<file path="config.mk">
export PLATFORM = sky130hd
export DESIGN_NAME = id_ex_stage
export DESIGN_NICKNAME = d
export VERILOG_FILES = /design/src/rtl/id_ex_stage.sv
export SDC_FILE = /design/constraint.sdc
export NUM_CORES = 1
export LEC_CHECK = 0
export ABC_AREA = 1
export ABC_CLOCK_PERIOD_IN_PS = 1570
export BUFFER_PORTS_ARGS = -buffer_cell sky130_fd_sc_hd__buf_2
export CORE_AREA = 2 2 141 143
export DETAILED_ROUTE_END_ITERATION = 16
export DIE_AREA = 0 0 143 145
export SLEW_MARGIN = 20
export SYNTH_ARGS = -nofsm -noshare
export SYNTH_HDL_FRONTEND = slang
export SYNTH_SLANG_ARGS = --single-unit
</file>
<file path="constraint.sdc">
create_clock -name clk -period 1.57 [get_ports clk]
set_input_delay 0.314 -clock clk [delete_from_list [all_inputs] [get_ports clk]]
set_output_delay 0.314 -clock clk [all_outputs]
set_load 0.05 [all_outputs]
</file>
<file path="src/rtl/id_ex_stage.sv">
// ============================================================================
// Module   : id_ex_stage
// Brief    : ID/EX pipeline register with RAW hazard stall, flush and WB bypass.
// Revision : 1.0 - initial release
// ============================================================================
`default_nettype none

module id_ex_stage #(
    parameter int XLEN   = 32,
    parameter int CTRL_W = 9,
    parameter int CNT_W  = 16
) (
    input  logic              clk,
    input  logic              rst,
    input  logic              id_valid,
    input  logic [XLEN-1:0]   id_pc,
    input  logic [XLEN-1:0]   id_rs1_data,
    input  logic [XLEN-1:0]   id_rs2_data,
    input  logic [XLEN-1:0]   id_imm,
    input  logic [4:0]        id_rs1,
    input  logic [4:0]        id_rs2,
    input  logic [4:0]        id_rd,
    input  logic              id_uses_rs1,
    input  logic              id_uses_rs2,
    input  logic [CTRL_W-1:0] id_ctrl,
    input  logic              wb_reg_write,
    input  logic [4:0]        wb_rd,
    input  logic [XLEN-1:0]   wb_data,
    input  logic              flush,
    output logic              stall_o,
    output logic              ex_valid,
    output logic [XLEN-1:0]   ex_pc,
    output logic [XLEN-1:0]   ex_rs1_data,
    output logic [XLEN-1:0]   ex_rs2_data,
    output logic [XLEN-1:0]   ex_imm,
    output logic [4:0]        ex_rs1,
    output logic [4:0]        ex_rs2,
    output logic [4:0]        ex_rd,
    output logic [CTRL_W-1:0] ex_ctrl,
    output logic [CNT_W-1:0]  stall_count
);

    localparam logic [CNT_W-1:0] c_CNT_ONE = {{(CNT_W-1){1'b0}}, 1'b1};
    localparam logic [CNT_W-1:0] c_CNT_MAX = {CNT_W{1'b1}};

    logic              r_valid;
    logic [XLEN-1:0]   r_pc;
    logic [XLEN-1:0]   r_rs1_data;
    logic [XLEN-1:0]   r_rs2_data;
    logic [XLEN-1:0]   r_imm;
    logic [4:0]        r_rs1;
    logic [4:0]        r_rs2;
    logic [4:0]        r_rd;
    logic [CTRL_W-1:0] r_ctrl;
    logic [CNT_W-1:0]  r_stall_count;

    logic              w_rs1_match;
    logic              w_rs2_match;
    logic              w_hazard;
    logic              w_stall;
    logic              w_bubble;
    logic              w_byp_rs1;
    logic              w_byp_rs2;
    logic [XLEN-1:0]   w_rs1_data;
    logic [XLEN-1:0]   w_rs2_data;

    // No EX/MEM forwarding exists, so any read of the EX producer's rd must wait one cycle.
    assign w_rs1_match = id_uses_rs1 && (r_rd == id_rs1);
    assign w_rs2_match = id_uses_rs2 && (r_rd == id_rs2);
    assign w_hazard    = id_valid && r_valid && r_ctrl[0] && (r_rd != 5'd0)
                         && (w_rs1_match || w_rs2_match);
    assign w_stall     = w_hazard && !flush && !rst;
    assign w_bubble    = flush || w_stall || !id_valid;

    // Register file is read before WB writes it this cycle; patch the stale value in.
    assign w_byp_rs1  = wb_reg_write && (wb_rd != 5'd0) && (wb_rd == id_rs1);
    assign w_byp_rs2  = wb_reg_write && (wb_rd != 5'd0) && (wb_rd == id_rs2);
    assign w_rs1_data = w_byp_rs1 ? wb_data : id_rs1_data;
    assign w_rs2_data = w_byp_rs2 ? wb_data : id_rs2_data;

    always_ff @(posedge clk) begin
        if (rst || w_bubble) begin
            r_valid    <= 1'b0;
            r_pc       <= '0;
            r_rs1_data <= '0;
            r_rs2_data <= '0;
            r_imm      <= '0;
            r_rs1      <= '0;
            r_rs2      <= '0;
            r_rd       <= '0;
            r_ctrl     <= '0;
        end else begin
            r_valid    <= 1'b1;
            r_pc       <= id_pc;
            r_rs1_data <= w_rs1_data;
            r_rs2_data <= w_rs2_data;
            r_imm      <= id_imm;
            r_rs1      <= id_rs1;
            r_rs2      <= id_rs2;
            r_rd       <= id_rd;
            r_ctrl     <= id_ctrl;
        end
    end

    always_ff @(posedge clk) begin
        if (rst) begin
            r_stall_count <= '0;
        end else if (w_stall && (r_stall_count != c_CNT_MAX)) begin
            r_stall_count <= r_stall_count + c_CNT_ONE;
        end
    end

    assign stall_o     = w_stall;
    assign ex_valid    = r_valid;
    assign ex_pc       = r_pc;
    assign ex_rs1_data = r_rs1_data;
    assign ex_rs2_data = r_rs2_data;
    assign ex_imm      = r_imm;
    assign ex_rs1      = r_rs1;
    assign ex_rs2      = r_rs2;
    assign ex_rd       = r_rd;
    assign ex_ctrl     = r_ctrl;
    assign stall_count = r_stall_count;

endmodule

`default_nettype wire

</file>
==> flow_summary_export.csv <==
group,metric,value,unit
placed_design,hpwl,15.8,mm
run_status,violations,"negative setup slack",
cts,clockRootBuffer,"clkbuf_16",
setup_path,path_cells,"inv_4 -> nand2_2 -> nand2_2 -> nor2_4 -> nand3_4 -> a21oi_4 -> buf_6",
setup_path,critPathRequiredTime,1260,ps
timing,fmax,514,MHz
logic_synthesis,synth.area.top_cells,"dfxtp_1, nand2_1, nor2_1",
cells_and_area,layout_common_cells,"buf_2, dfxtp_1, nand2_1, inv_1, nand3_1",
timing,min_period,1950,ps
logic_synthesis,synth-edff-count,0,
floorplan,die_area,0.0207,mm^2
setup_path,critPathMaxStageDelay,390,ps
power,p_total,10.1,mW
floorplan,coreArea,0.0192,mm^2
global_route,grt.total_usage,21.6,%
global_route,grt-ovfl-total,0,
timing,finalHoldViolCount,0,
timing,totalNegativeSetupSlack,-26230,ps
logic_synthesis,yosys_warnings,0,
placed_design,routabilityCongestion,0.850,
global_route,antenna_found_initial,0,
setup_path,crit_slowest_cell,"dfxtp_4",
routing,post_drt_wl_per_cell,16.0,um
placed_design,placed_area,0.00874,mm^2
logic_synthesis,ys_types,23,
routing,ant_nets,0,
cts,cts_tree,"built",
cts,cts_inserted_buffers,17,
timing,post-route-period-util,124,%
floorplan,die_h,145,um
timing,slew_headroom,80.2,%
cts,clk_latency,420,ps
setup_path,crit_fanout,5,
routing,drt_iter0_drc,279,
cells_and_area,final_common_cell,"buf_2",
timing,setup_viol,170,
job,maxCapViolations,0,
logic_synthesis,synth_top_area_cell,"dfxtp_1",
setup_path,path_class,"reg2out",
setup_path,cp-start-kind,"flop",
logic_synthesis,syn_avg_cell_area,7.77,um^2
routing,wl,24.2,mm
cells_and_area,fin_util,56.5,%
logic_synthesis,ys_seq_area_share,55.1,%
logic_synthesis,syn_area,0.00614,mm^2
logic_synthesis,ys_ff_latch,169,
timing,drv_slew,0,
cells_and_area,nets,1437,
logic_synthesis,synth_nets,988,
routing,first_pass_iters,4,
logic_synthesis,yosys.area.top_type_share,55.1,%
floorplan,die_w,143,um
floorplan,num_rows,51,
floorplan,boundaryPins,366,
cts,hold_buffers,0,
global_route,grt_max_degree,33,
cts,clock-sinks,169,
floorplan,start_util,32.0,%
timing,worst_hold_slack,73.5,ps
cts,clockBufferDepth,2,
timing,fin_skew,9.77,ps
logic_synthesis,async_reset_ff_share,0,%
cells_and_area,final_cell_area,0.0109,mm^2
power,leakage,5.68,nW
cells_and_area,diodes,0,
routing,vias,6668,
cells_and_area,drive_gt1_share,55.3,%
global_route,grt_pass1_wl,34.7,mm
cells_and_area,layout.cells.non_filler,1518,
timing,tightest_slew,296,ps
timing,rsz0062_at_grt,"true",
setup_path,arrival,1630,ps
placed_design,io_buffers,365,
power,peakVddDrop,0.698,mV
placed_design,placed_cells,1441,
cts,h-tree-depth,4,
run_status,status,"complete, but fails checks",
setup_path,end_kind,"output pin",
cts,cts.reportedPaths.clkPinSlew,70,ps
power,powerDensity,927,mW/mm^2
routing,viasPerCell,4.39,
logic_synthesis,ys.flop_type,"dfxtp_1",
setup_path,crit_path_frequent_cell,"nand2_2",
placed_design,dp_slack,-201,ps
cells_and_area,area_delta_synth_final,76.7,%
global_route,grt_pass1_vias,6520,
worst_hold_path,hp-class,"in2reg",
timing,setup_slack,-375,ps
routing,route.detailed.drc,0,
logic_synthesis,syn_inst,791,
## where the power goes
part / internal (mW) / switching (mW)
Sequential: 4.38 / 0.0307
Clock: 2.17 / 1.90
Combinational: 0.594 / 0.991
Total: 7.15 / 2.92
## timing repair
item,CTS,global route
endpoints found under the setup margin,157,170
setup buffers,21,12
gates resized for setup,50,200
pin swaps,12,30
cloned,15,12
## cell usage after synthesis (4+ instances only)
cell type,number
inv_1,116
nor2_1,135
buf_2,14
a21oi_1,66
nand3_1,88
nand4_1,4
nand2_1,138
clkbuf_1,12
o21bai_1,9
xor2_1,7
dfxtp_1,169
buf_6,8
xnor2_1,4
inv_2,10
## area by class of cell
| cell class | instances | area, um^2 |
|---|---|---|
| clock inverter | 13 | 109 |
| tap | 265 | 332 |
| multi-input combinational | 463 | 2790 |
| clock buffer | 19 | 454 |
| timing repair buffer | 463 | 3260 |
| sequential | 169 | 3430 |
| inverter | 126 | 483 |
| fill | 1745 | 8350 |
## metal layers
metal  routed length [um]  global-route usage [%]  up-vias
li1                     -                       -     3342
met1                10200                    27.1     3015
met2                11800                    35.9      264
met3                 1500                    4.98       47
met4                  719                    8.42        0
met5                    0                       0        -
## sequential cells by signal, indices dropped and copies added, names as in the netlist
register,flops
ex_rs1_data,32
ex_imm,32
ex_pc,32
ex_rs2,5
ex_ctrl,9
ex_rs1,5
stall_count,16
ex_valid,1
ex_rs2_data,32
ex_rd,5
## critical path, delay by kind of cell (launching register included)
family	cells	cell delay (ps)
and+or+nand+nor	4	360
DFF	1	390
AOI/OAI and AO/OA	1	220
buffers and inverters	2	230
## path summary, 6_finish.rpt
check                                      from         endpoint  slack [ps]  cells past startpoint
worst max register to register         ex_rd[4]        ex_imm[6]        -230                     14
worst min-delay path                        rst  stall_count[11]          70                      2
worst min register to register  stall_count[15]  stall_count[15]         540                      2
worst max-delay path                   ex_rd[2]          stall_o        -380                      7
## logic make-up (layout without fill, tap and decap cells)
logic type,count (synthesis),in the layout,synth area share (%)
DFF,169,169,55.1
xor gates and xnor gates,11,11,1.57
and+or+nand+nor,371,374,25.2
buffers and inverters,162,621,11.2
AOI/OAI and AO/OA,77,77,6.76
adders and majority gates,1,1,0.204
(Power assumes the default switching activity.)
